### src/rtl/counter_sequencer.sv
// Command-driven 2-bit position sequencer: accepts a direction and step count,
// then steps the position once per prescaler tick until done or aborted.
module counter_sequencer #(
    parameter int unsigned      DIV_W   = 26,
    parameter logic [DIV_W-1:0] DIV_MAX = 26'd49_999_999
) (
    input  logic       clk,
    input  logic       reset,
    input  logic       cmd_valid,
    input  logic       cmd_dir,
    input  logic [3:0] cmd_steps,
    input  logic       abort,
    output logic       cmd_ready,
    output logic [3:0] ClockValue,
    output logic       busy,
    output logic       done,
    output logic       aborted,
    output logic [3:0] remaining
);

    typedef enum logic [1:0] {
        IDLE = 2'd0,
        RUN  = 2'd1,
        DONE = 2'd2
    } state_t;

    state_t           state;
    state_t           state_next;
    logic [1:0]       position;
    logic             dir_q;
    logic [DIV_W-1:0] prescaler;
    logic [3:0]       remaining_q;
    logic             aborted_q;

    logic accept;
    logic tick;
    logic step;
    logic last_step;

    // NOTE: every always_comb output gets a default first so no path leaves it unassigned (no latches).
    always_comb begin
        accept     = (state == IDLE) && cmd_valid;
        tick       = (state == RUN) && (prescaler == DIV_MAX);
        step       = tick && !abort;
        last_step  = step && (remaining_q == 4'd1);
        state_next = state;
        case (state)
            IDLE: if (accept) state_next = (cmd_steps != 4'd0) ? RUN : DONE;
            RUN:  if (abort || last_step) state_next = DONE;
            DONE: state_next = IDLE;
            default: state_next = IDLE;
        endcase
    end

    // NOTE: sequential state uses non-blocking assignments so every register samples pre-edge values.
    always_ff @(posedge clk or posedge reset) begin
        if (reset) begin
            state <= IDLE;
        end else begin
            state <= state_next;
        end
    end

    // Abort wins over a coincident tick: position and remaining are frozen in that cycle.
    always_ff @(posedge clk or posedge reset) begin
        if (reset) begin
            position    <= 2'd0;
            dir_q       <= 1'b0;
            prescaler   <= '0;
            remaining_q <= 4'd0;
            aborted_q   <= 1'b0;
        end else if (accept) begin
            dir_q       <= cmd_dir;
            remaining_q <= cmd_steps;
            prescaler   <= '0;
            aborted_q   <= 1'b0;
        end else if (state == RUN) begin
            prescaler <= tick ? '0 : prescaler + 1'b1;
            if (abort) begin
                aborted_q <= 1'b1;
            end else if (step) begin
                position    <= dir_q ? position + 2'd1 : position - 2'd1;
                remaining_q <= remaining_q - 4'd1;
            end
        end
    end

    assign cmd_ready  = (state == IDLE);
    assign busy       = (state == RUN);
    assign done       = (state == DONE);
    assign aborted    = aborted_q;
    assign remaining  = remaining_q;
    assign ClockValue = {1'b0, position, 1'b0};

endmodule

### config.mk
export PLATFORM = sky130hd
export DESIGN_NAME = counter_sequencer
export DESIGN_NICKNAME = d
export VERILOG_FILES = /design/src/rtl/counter_sequencer.sv
export SDC_FILE = /design/constraint.sdc
export NUM_CORES = 1
export LEC_CHECK = 0
export ABC_AREA = 1
export CORE_MARGIN = 10
export CORE_UTILIZATION = 29
export CTS_CLUSTER_DIAMETER = 50
export DETAILED_ROUTE_END_ITERATION = 7
export GPL_ROUTABILITY_DRIVEN = 0
export SLEW_MARGIN = 20
export SYNTH_ARGS = -nofsm -noshare
export SYNTH_HDL_FRONTEND = slang
export SYNTH_SLANG_ARGS = --single-unit
### constraint.sdc
create_clock -name clk -period 1.65 [get_ports clk]
set_input_delay 0.2475 -clock clk [delete_from_list [all_inputs] [get_ports clk]]
set_output_delay 0.2475 -clock clk [all_outputs]
set_load 0.01 [all_outputs]
==> summary.txt <==
Hold Path Class - in2async
Post-DP Area - 0.002950 mm²
Top post-synthesis cells by count - nand2_1, nor2_1, inv_1, dfrtp_1, nand3_1
DR vias/cell - 4.678
Non-filler cells, final - 515
Ys async rst share - 100.0%
# H-tree levels - 2
Initial core utilization - 30.30%
Post-synth EDFFs - 0
Maximum clock path buffer count - 2
Total gr overflow - 0
Via Count - 2409
Fraction of synthesized area in multiplexers - 0%
Compound-Gate Fraction of Synth Area - 5.891%
Final Critical Period - 1552 ps
Vias in the first global route - 2339
Post-Syn Area per Cell - 6.906 µm²
Final wirelength - 6531 µm
TritonCTS buffer count - 5
Post-synth top flop - dfrtp_1
Initial antenna violation count - 0
Power Density - 1106 mW/mm²
CTS clk-pin slew, worst paths - 90 ps
Area fraction of the dominant cell type after synthesis - 35.64%
Synth Area in Adders - 1.485%
CP Buf/Inv Count - 1
GRT Total Usage - 10.40%
Maximum vdd drop - 929.2 µV
First drt pass iteration count - 4
Post-synth top area cell - dfrtp_1
Most frequent cell after synthesis - nand2_1
Core box area - 0.008341 mm²
Syn. warnings - 0
Worst skew pair latency - 300 ps
Fill cells - 871
Synth cell types - 32
Yosys reg bits - 36
Die width - 113.4 µm
Max_cap viols - 0
Wirelength per Cell - 12.68 µm
Initial drt markers - 121
Largest net degree at the start of global routing - 37
Final Util - 38.27%
Final Cycle Share - 94.05%
Row count - 33
First-pass GRT wire length - 11390 µm
Status - complete, no violations
Synth Area in XOR/XNOR - 3.812%
Remaining antenna violation count - 0
Register area share after synthesis - 35.64%
CTS Sinks - 36
Post-synth design cell area - 0.002527 mm²
Post-Syn Instances - 366
CP startpoint kind - register
Fraction of layout cells with a size suffix above 1 - 19.51%
Final setup fails - 0
Crit path arrival time - 1300 ps
Largest cells by area after synthesis - dfrtp_1, nand2_1, nor2_1
Final HPWL DP - 5014 µm
Detailed-route DRC error count - 0
Ant. Diodes - 0
Finished Cell Area - 0.003192 mm²
Worst-case clock skew - 11.76 ps
PortBufs - 18
RSZ-0062 raised after global routing - yes
Top delay family on crit path - buffers and inverters
TritonCTS clock tree - done
Root buffer cell - clkbuf_8
Critical path peak fanout - 6
Die Y - 113.4 µm
Final Hold Vio Count - 0
Cell count after placement - 500
Hold Buf Count CTS - 0
CP max-delay cell - clkdlybuf4s50_1
Simple-gate portion of the synthesized area - 44.55%
Slew Limit Fails - 0
Fmax achieved - 644.4 MHz
Worst EP required - 1400 ps
Leak - 1.430 nW
Critical path class - reg2out
Crit. End Element - primary output
Ports - 21
Area growth syn-to-layout - 26.29%
Critical path's largest stage delay - 580 ps
Fin nets - 421
Die Area - 0.01285 mm²
Main combinational cell family by area after synthesis - simple AND/OR/NAND/NOR gates
Crit-path cells - clkdlybuf4s50_1
path summary, 6_finish.rpt:
| path | slack (ps) | startpoint | end | cells past startpoint |
|---|---|---|---|---|
| min | 300 | reset | prescaler[12] | 3 |
| max reg2reg | 120 | prescaler[16] | prescaler[23] | 9 |
| max in group asynchronous | 1120 | reset | state[0] | 3 |
| min reg2reg | 500 | dir_q | dir_q | 2 |
| max | 100 | remaining[0] | remaining[0] | 1 |
| min in group clk | 490 | cmd_dir | dir_q | 3 |
placed cells by master (no fill, tap or decap), drive strengths merged:
cell type,n
and2,2
buf,22
bufinv,1
clkbuf,5
clkdlybuf4s50,15
clkinv,1
clkinvlp,1
conb,2
dfrtp,36
dlygate4sd2,3
ha,3
inv,45
nand2,134
nand3,39
nand4,6
nor2,56
nor3,2
nor3b,1
o21ai,13
o21bai,2
o22ai,8
o31ai,1
or2,1
xnor2,4
xor2,7
worst register-to-register path: stages (launching register included):
cell and delay (ps):
dfrtp_1 480, nor2_2 180, nand2_1 70, nor2_1 130
nand2_2 110, nor2_4 130, nor2_4 60, buf_12 140
nand3_1 80, nand2_1 50
state kept, by name, summed over array words and instances (netlist names):
signal / flops
state: 2
dir_q: 1
aborted: 1
remaining: 4
prescaler: 26
position: 2
cell families after synthesis:
logic type                 count (synthesis)
xor gates and xnor gates                  11
other                                      1
DFF                                       36
buffers and inverters                     50
AOI/OAI and AO/OA                         24
adders and majority gates                  3
and+or+nand+nor                          241
repair_timing:
item                       4_1_cts  5_1_grt
gates resized for setup          6       16
pin swaps                        1        4
buffers inserted                 2        5
setup endpoints to repair       18       34
routing by layer:
layer / vias up / GRT usage (%) / routed length, µm
met3: 12 / 2.060 / 300
met2: 39 / 17.05 / 3055
met5: - / 0 / 0
li1: 1233 / - / -
met4: 0 / 3.130 / 138
met1: 1125 / 13.39 / 3037
report_power, final:
group	switching, mW	internal [mW]
combinational	0.842	0.741
clock	0.344	0.447
sequential	0.148	1.01
total	1.33	2.20
final cells by class:
class,count,area [µm²],share of cell area (%)
clock buffers,5,68.82,2.156
multi-input cells,281,1481,46.41
flip-flops and latches,36,904.6,28.34
clock inverters,3,42.54,1.333
well taps,105,131.4,4.116
inverters,45,171.4,5.370
repair buffers,40,391.6,12.27
through the flow:
step | TNS (ps) | setup WS (ps) | hold slack (ps) | total power [mW]
after CTS | 0 | 13.20 | 322.7 | 3.510
after detailed placement | -282.9 | -52.83 | 481.5 | 2.640
final | 0 | 98.24 | 304.7 | 3.530
after floorplan | 0 | 207.5 | 364.1 | 2.015
after global routing | -26.84 | -22.71 | 346.7 | 3.791
after global placement | 0 | 23.06 | 482.2 | 2.620
No activity file was read; power rests on OpenSTA's default activity.
